<file path="src/rtl/alu_pkg.sv">
// Shared definitions for the add/negate arithmetic unit:
// datapath width and the 2-bit operation encodings.
package alu_pkg;

   localparam int WIDTH = 32;
   localparam int MSB   = WIDTH - 1;

   typedef enum logic [1:0] {
      OP_ADD = 2'b00,
      OP_SUB = 2'b01,
      OP_NEG = 2'b10,
      OP_RSV = 2'b11
   } op_e;

endpackage

</file>
<file path="src/rtl/add_neg_unit_32_if.sv">
// Operand/result bundle of the add/negate unit.
// master drives in_valid/op/Ra/Rb/cin; slave returns sum/cout/ovf/out_valid.
interface add_neg_unit_32_if;
   import alu_pkg::*;

   logic             in_valid;
   logic [1:0]       op;
   logic [WIDTH-1:0] Ra;
   logic [WIDTH-1:0] Rb;
   logic             cin;
   logic [WIDTH-1:0] sum;
   logic             cout;
   logic             ovf;
   logic             out_valid;

   modport master (
      output in_valid, op, Ra, Rb, cin,
      input  sum, cout, ovf, out_valid
   );

   modport slave (
      input  in_valid, op, Ra, Rb, cin,
      output sum, cout, ovf, out_valid
   );

endinterface

</file>
<file path="src/rtl/adder32_core.sv">
// Combinational 32-bit adder with carry-in.
// Ports: a, b operands; ci carry-in; s sum; co carry-out.
module adder32_core
   import alu_pkg::*;
(
   input  logic [WIDTH-1:0] a,
   input  logic [WIDTH-1:0] b,
   input  logic             ci,
   output logic [WIDTH-1:0] s,
   output logic             co
);

   logic [WIDTH:0] t;

   assign t       = {1'b0, a} + {1'b0, b} + {{WIDTH{1'b0}}, ci};
   assign {co, s} = t;

endmodule

</file>
<file path="src/rtl/negate32_core.sv">
// Two's-complement negate: y = ~x + 1 (mod 2^32).
// Ports: x_i operand; y_o result; co_o increment carry (1 only for x=0).
module negate32_core
   import alu_pkg::*;
(
   input  logic [WIDTH-1:0] x_i,
   output logic [WIDTH-1:0] y_o,
   output logic             co_o
);

   logic [WIDTH-1:0] inv;
   logic [WIDTH-1:0] zero;

   assign inv  = ~x_i;
   assign zero = '0;

   adder32_core u_inc (
      .a  (inv),
      .b  (zero),
      .ci (1'b1),
      .s  (y_o),
      .co (co_o)
   );

endmodule

</file>
<file path="src/rtl/add_neg_unit_32.sv">
// Registered ADD/SUB/NEG unit, one-cycle latency, no backpressure.
// Ports: clock, clear (async active-low), bus (slave side of the bundle).
module add_neg_unit_32
   import alu_pkg::*;
(
   input  logic               clock,
   input  logic               clear,
   add_neg_unit_32_if.slave   bus
);

   logic [WIDTH-1:0] neg_b;
   logic             neg_co;
   logic [WIDTH-1:0] add_b;
   logic [WIDTH-1:0] add_s;
   logic             add_co;

   logic [WIDTH-1:0] sum_d,  sum_q;
   logic             cout_d, cout_q;
   logic             ovf_d,  ovf_q;
   logic             vld_q;

   negate32_core u_neg (
      .x_i  (bus.Rb),
      .y_o  (neg_b),
      .co_o (neg_co)
   );

   // SUB feeds the negated Rb into the shared adder;
   // the negate carry is not part of the SUB carry-out.
   assign add_b = (bus.op == OP_SUB) ? neg_b : bus.Rb;

   adder32_core u_add (
      .a  (bus.Ra),
      .b  (add_b),
      .ci (bus.cin),
      .s  (add_s),
      .co (add_co)
   );

   always_comb begin
      sum_d  = '0;
      cout_d = 1'b0;
      ovf_d  = 1'b0;
      unique case (bus.op)
         OP_ADD, OP_SUB: begin
            sum_d  = add_s;
            cout_d = add_co;
            // like-signed inputs producing an unlike-signed sum
            ovf_d  = (bus.Ra[MSB] == add_b[MSB]) &&
                     (add_s[MSB] != bus.Ra[MSB]);
         end
         OP_NEG: begin
            sum_d  = neg_b;
            cout_d = neg_co;
            // only the most negative value fails to negate
            ovf_d  = (bus.Rb == {1'b1, {MSB{1'b0}}});
         end
         OP_RSV: begin
            sum_d  = '0;
            cout_d = 1'b0;
            ovf_d  = 1'b0;
         end
      endcase
   end

   always_ff @(posedge clock or negedge clear) begin
      if (!clear) begin
         sum_q  <= '0;
         cout_q <= 1'b0;
         ovf_q  <= 1'b0;
         vld_q  <= 1'b0;
      end else begin
         vld_q <= bus.in_valid;
         if (bus.in_valid) begin
            sum_q  <= sum_d;
            cout_q <= cout_d;
            ovf_q  <= ovf_d;
         end
      end
   end

   assign bus.sum       = sum_q;
   assign bus.cout      = cout_q;
   assign bus.ovf       = ovf_q;
   assign bus.out_valid = vld_q;

endmodule

</file>
<file path="src/flat_wrapper.sv">
// flat-port wrapper written by rule: the top's interface ports become plain ports
module add_neg_unit_32_flat import alu_pkg::*;
  (clock, clear, bus_in_valid, bus_op, bus_Ra, bus_Rb, bus_cin, bus_sum, bus_cout, bus_ovf, bus_out_valid);
  add_neg_unit_32_if bus_i ();
  input  logic clock;
  input  logic clear;
  input wire logic [$bits(bus_i.in_valid)-1:0] bus_in_valid;
  input wire logic [$bits(bus_i.op)-1:0] bus_op;
  input wire logic [$bits(bus_i.Ra)-1:0] bus_Ra;
  input wire logic [$bits(bus_i.Rb)-1:0] bus_Rb;
  input wire logic [$bits(bus_i.cin)-1:0] bus_cin;
  output wire logic [$bits(bus_i.sum)-1:0] bus_sum;
  output wire logic [$bits(bus_i.cout)-1:0] bus_cout;
  output wire logic [$bits(bus_i.ovf)-1:0] bus_ovf;
  output wire logic [$bits(bus_i.out_valid)-1:0] bus_out_valid;
  assign bus_i.in_valid = bus_in_valid;
  assign bus_i.op = bus_op;
  assign bus_i.Ra = bus_Ra;
  assign bus_i.Rb = bus_Rb;
  assign bus_i.cin = bus_cin;
  assign bus_sum = bus_i.sum;
  assign bus_cout = bus_i.cout;
  assign bus_ovf = bus_i.ovf;
  assign bus_out_valid = bus_i.out_valid;
  add_neg_unit_32 u_core (.clock(clock), .clear(clear), .bus(bus_i));
endmodule
</file>
<file path="config.mk">
export PLATFORM = sky130hd
export DESIGN_NAME = add_neg_unit_32_flat
export DESIGN_NICKNAME = d
export VERILOG_FILES = /design/src/rtl/alu_pkg.sv /design/src/rtl/add_neg_unit_32_if.sv /design/src/rtl/adder32_core.sv /design/src/rtl/negate32_core.sv /design/src/rtl/add_neg_unit_32.sv /design/src/flat_wrapper.sv
export SDC_FILE = /design/constraint.sdc
export NUM_CORES = 1
export LEC_CHECK = 0
export CAP_MARGIN = 10
export CORE_MARGIN = 3
export CORE_UTILIZATION = 40
export DETAILED_ROUTE_END_ITERATION = 8
export DONT_BUFFER_PORTS = 1
export HOLD_SLACK_MARGIN = 0.03
export PLACE_DENSITY = 0.53
export SLEW_MARGIN = 40
export SYNTH_ARGS = -nofsm -noshare
export SYNTH_HDL_FRONTEND = slang
export SYNTH_SLANG_ARGS = --single-unit
</file>
<file path="constraint.sdc">
create_clock -name clock -period 1.5 [get_ports clock]
set_input_delay 0.3 -clock clock [delete_from_list [all_inputs] [get_ports clock]]
set_output_delay 0.3 -clock clock [all_outputs]
set_load 0.01 [all_outputs]
</file>
Yosys cells after proc, flatten, opt, wreduce, memory -nomap -nowiden:

Index checks and enable logic that the tools add are counted.

* add/subtract/negate cells: 3
* eq/ne operators: 6
* multiplexer cells: 4
* bitwise logic cells: 1
* reduce and logical (&&, ||, !) cells: 3

Operator list (count)
* 32-bit case mux with 3 select lines: 1
* 32-bit by 1-bit adder with 33-bit output, second input constant: 1
* 32-bit by 32-bit adder with 33-bit output: 1
* 33-bit by 1-bit adder with 33-bit output: 1
* 32-bit equality test, second input constant: 1
* 32-bit two-way mux: 1
* 32-bit inverter: 1
* 1-bit case mux with 3 select lines: 2
* 2-bit equality test, second input constant: 2
* 2-bit by 1-bit equality test with 1-bit output, second input constant: 1
* 2-bit zero test: 1
* 2-bit OR reduction: 1
* 1-bit equality test: 1
* 1-bit logical AND: 1
* 1-bit inequality test: 1

* register bits after elaboration: 35
* output and inout port bits: 35

Longest topological paths before layout:

* depth in word-level cells: 8
* gate-level depth with buffers: 18
* depth with buffers taken out: 17

Modules after synthesis:

From an unflattened synthesis, not the netlist that was laid out.

* cells, all modules: 747
* area total of the unflattened synthesis: 5766.8 µm²

Modules (own cells, without submodules)
* add_neg_unit_32: times used 1, cells an instance 206, area each 1979.4 µm²
* adder32_core at u_core.u_add: times used 1, cells an instance 259, area each 1854.3 µm²
* adder32_core at u_core.u_neg.u_inc: times used 1, cells an instance 248, area each 1805.5 µm²
* negate32_core: times used 1, cells an instance 34, area each 127.6 µm²

Worst setup path after synthesis:

OpenSTA, ideal clock, no wires.

* path type: input to register
* start point: in bus_Rb[0]
* end point: reg u_core.sum_q[31], in the netlist u_core.bus.sum[31]
* setup time: 0.131 ns
* arrival time: 3.942 ns
* data required time: 1.369 ns
* slack: -2.573 ns
* cell stages on the path: 17
* path buffers: 2
* cell sequence: inv_1 ha_1 nor3b_1 nand3_2 nor3b_4 nor2_1 xor2_1 ha_1 clkbuf_1 and3_1 clkbuf_1 nand3_1 or4_1 o21ai_1 o211ai_1 and3_1 or3_1

* cells in the longest elaborated chain, start to end: 6

RTL lines
* start: declaration: RTL line flat_wrapper.sv:10 `input wire logic [$bits(bus_i.Rb)-1:0] bus_Rb;`
* 32-bit inverter: RTL line negate32_core.sv:14 `assign inv = ~x_i;`
* 32-bit by 1-bit adder with 33-bit output: RTL line adder32_core.sv:15 `assign t = {1'b0, a} + {1'b0, b} + {{WIDTH{1'b0}}, ci};`
* 32-bit two-way mux: RTL line add_neg_unit_32.sv:30 `assign add_b = (bus.op == OP_SUB) ? neg_b : bus.Rb;`
* 32-bit by 32-bit adder with 33-bit output: RTL line adder32_core.sv:15
* 33-bit by 1-bit adder with 33-bit output: RTL line adder32_core.sv:15
* 32-bit case mux with 3 select lines *: RTL line add_neg_unit_32.sv:44 `unique case (bus.op)`
* end signal: assignment: RTL line add_neg_unit_32.sv:75 `sum_q <= sum_d;`
* end: declaration: RTL line add_neg_unit_32.sv:17 `logic [WIDTH-1:0] sum_d, sum_q;`

Every way passes the cells marked *; elsewhere a longest branch is shown, timed or not.
A chain may end at the register's enable or synchronous reset.

Final worst setup path:

* start point: in bus_Rb[17]
* end point: reg u_core.sum_q[31], in the netlist u_core.bus.sum[31]

Same word-level chain as after synthesis.

==> flow_summary.ini <==
[status]
status = complete, but fails checks
violations = negative setup slack

[finish]
utilization_pct = 68.4
n_fill_cell = 837
num_antenna_cells = 0
regArea_um2 = 876
multi_input_area_um2 = 4150
syn_to_final_growth_pct = 64.4
fin_nets = 859
drive_above_1_share_pct = 46.8

[global_route]
grt_antenna_before_repair = 0
grt_pass1_wl_um = 26200
grt_use_total_pct = 27.6
grt_start_max_net_pins = 59
gr-total-overflow = 0
grt_pass1_vias = 5129

[worst_hold_path]
hold_depth = 1
hp-class = primary input to flip-flop

[sta]
finalHoldViolCount = 0
setup_ws_ns = -1.86
min_period_over_period_pct = 224
slew_headroom_pct = 67.6
maxSlewViolCount = 0
holdWs_ns = 0.0724
worst_pin_slew_ns = 0.483
rsz0062_at_grt = yes
period_minus_slack_ns = 3.36
setup_viol = 32
fmax_mhz = 298
clock_skew_ns = 0

[clock_network]
cts_buffers = 5
clk_pin_slew_ns = 0.09
clock_sinks = 35
cts-root-buf = clkbuf_8
clkLatencyLatePin_ns = 0.30
cts_max_level = 2
cts_tree = yes
cts_max_path_buffers = 2

[synthesis]
synthArstFlopShare_pct = 100
syn-cell-area_um2 = 4350
syn_inst = 564
avgSynthCellArea_um2 = 7.71
syn_nets = 669
synth_edf_count = 0
ys_warn_count = 0
synth_ff_type = dfrtp_1
yosysSeqAreaShare_pct = 20.1
synth.distinct_cells = 62
ys_ff_latch = 35

[power]
power_mw = 5.50
powerDensity_nw_per_um2 = 769
leakage_nw = 3.16
peakVddDrop_mv = 0.500

[worst_setup_path]
rr_worst_depth = 4
arrival_ns = 3.55
cp_max_fo = 5
setup.worst_path.start_class = primary input
worst-setup-path-type = primary input to flip-flop
crit_end = u_core.bus.sum[31]$_DFFE_PN0P_
crit_path_end_kind = flip-flop
cp.required_ns = 1.69
crit_path_start = bus_Rb[17]
r2r_start = u_core.bus.sum[31]$_DFFE_PN0P_
timing.rr.end = u_core.bus.sum[31]$_DFFE_PN0P_
r2r_slack_ns = 0.19

[floorplanning]
row_count = 37
pin_count = 105
fp.dieArea_um2 = 12200
start_util_pct = 41.6
coreArea_um2 = 10500
die_x_um = 110
die_h_um = 110

[detailed_routing]
viasPerCell = 5.65
vias = 5035
wl_um = 17600
drtIter0Drc = 224
drc = 0
drtAntennaViolNets = 0
first_pass_iters = 4
wire_per_inst_um = 19.8

[place]
dp_hpwl_um = 12600
place_congestion = 0.928
port_buffers = 0

[job]
max_cap_violations = 0
## cells in the mapped netlist (3+ instances only)
| cell type | number | area (µm²) |
|---|---|---|
| xnor2_1 | 38 | 333 |
| a221oi_1 | 3 | 26.3 |
| dfrtp_1 | 35 | 876 |
| ha_1 | 33 | 413 |
| a21o_1 | 17 | 128 |
| and2_1 | 9 | 56.3 |
| inv_1 | 18 | 67.6 |
| nor2_1 | 58 | 218 |
| nand3_1 | 13 | 65.1 |
| a211oi_1 | 3 | 22.5 |
| nor4_1 | 6 | 37.5 |
| o211ai_1 | 7 | 52.6 |
| nand4_1 | 8 | 50.1 |
| o21a_1 | 16 | 120 |
| a22oi_1 | 4 | 30.0 |
| or3_1 | 5 | 31.3 |
| nand2b_1 | 3 | 18.8 |
| or4_1 | 3 | 22.5 |
| a31oi_1 | 13 | 81.3 |
| o221ai_1 | 11 | 96.3 |
| a21oi_1 | 48 | 240 |
| o21ai_1 | 3 | 15.0 |
| o21ai_0 | 19 | 95.1 |
| and3_1 | 10 | 62.6 |
| nor2b_1 | 8 | 50.1 |
| xor2_1 | 41 | 359 |
| clkbuf_1 | 23 | 86.3 |
| nor3_1 | 17 | 85.1 |
| o32a_1 | 3 | 30.0 |
| nand2_1 | 48 | 180 |
| o21bai_1 | 5 | 37.5 |
## cells by family after synthesis
| group | count (synthesis) | synth area share [%] |
|---|---|---|
| fa+ha+maj | 35 | 10.4 |
| flops | 35 | 20.1 |
| buf+inv | 44 | 4.03 |
| xor+xnor | 79 | 15.9 |
| simple gates | 200 | 23.3 |
| compound gates | 169 | 25.7 |
| mux | 2 | 0.489 |
## state kept, by name, summed over array words and instances (netlist names)
signal and flops:
u_core.bus.out_valid 1, u_core.bus.sum 32, u_core.bus.cout 1, u_core.bus.ovf 1
## stage by stage
step / area, µm² / worst slack, ns / instances / TNS (ns)
3_3_place_gp: 5800 / -2.40 / 830 / -55.77
3_5_place_dp: 5800 / -2.42 / 830 / -56.70
2_1_floorplan: 4600 / -2.24 / 564 / -47.19
4_1_cts: 6550 / -1.84 / 873 / -44.42
6_report: 7150 / -1.86 / 891 / -46.06
5_1_grt: 7150 / -1.98 / 891 / -49.96
## power by group
group	leakage, nW	internal [mW]	switching (mW)
registers	0.416	1.10	0.211
clock network	0.0644	0.664	0.435
logic	2.68	1.60	1.48
total	3.16	3.37	2.13
## placed cells by master, fill, tap and decap left out, types with 8 or more instances in the layout
cell type / instances
buf_4: 175
nor2_1: 48
nand2_1: 38
xor2_1: 37
dfrtp_1: 35
buf_6: 30
xnor2_1: 29
ha_1: 28
a21oi_1: 27
a21o_1: 17
a21oi_2: 16
o21a_1: 16
inv_1: 15
nor3_1: 14
nand3_1: 13
nand4_1: 8
xnor2_2: 8
## cell type report
type / instances / share of cell area, %
multi-input combinational: 485 / 58.0
clock inverter: 3 / 0.945
sequential: 35 / 12.2
clock buffer: 5 / 0.962
timing repair buffer: 209 / 23.9
tap: 136 / 2.38
inverter: 18 / 1.49
## worst min path at each step
stage,from,end,slack (ns)
2_1_floorplan,clear,u_core.bus.cout$_DFFE_PN0P_,0.004
3_3_place_gp,clear,u_core.bus.sum[21]$_DFFE_PN0P_,0.005
3_5_place_dp,clear,u_core.bus.sum[19]$_DFFE_PN0P_,0.005
4_1_cts,bus_in_valid,u_core.bus.sum[0]$_DFFE_PN0P_,0.06
5_1_grt,bus_in_valid,u_core.bus.sum[0]$_DFFE_PN0P_,0.06
6_report,bus_in_valid,u_core.bus.sum[4]$_DFFE_PN0P_,0.07
## layer usage
metal  wire length [µm]  vias to the layer above  track usage, %
met5                  0                        -               0
met4                559                        0            9.32
met3               1190                       40            6.00
met2               8830                      164            48.9
met1               7040                     2407            32.9
li1                   -                     2424               -
## critical path: stages
cell      delay (ns)
or4_4           0.57
or3_1           0.40
and2_1          0.18
xor2_1          0.14
ha_1            0.32
and3_4          0.21
nand2_2         0.05
or4_4           0.54
o21ai_4         0.17
o211ai_1        0.16
and3_1          0.17
or3_1           0.34
## what timing repair did
action | CTS | global route
endpoints found under the hold margin | 36 | 0
resized for setup | 81 | 88
pin swaps | 74 | 42
buffers inserted | 36 | 21
hold buffers | 3 | 0
endpoints found under the setup margin | 32 | 32
(Power assumes the default switching activity.)
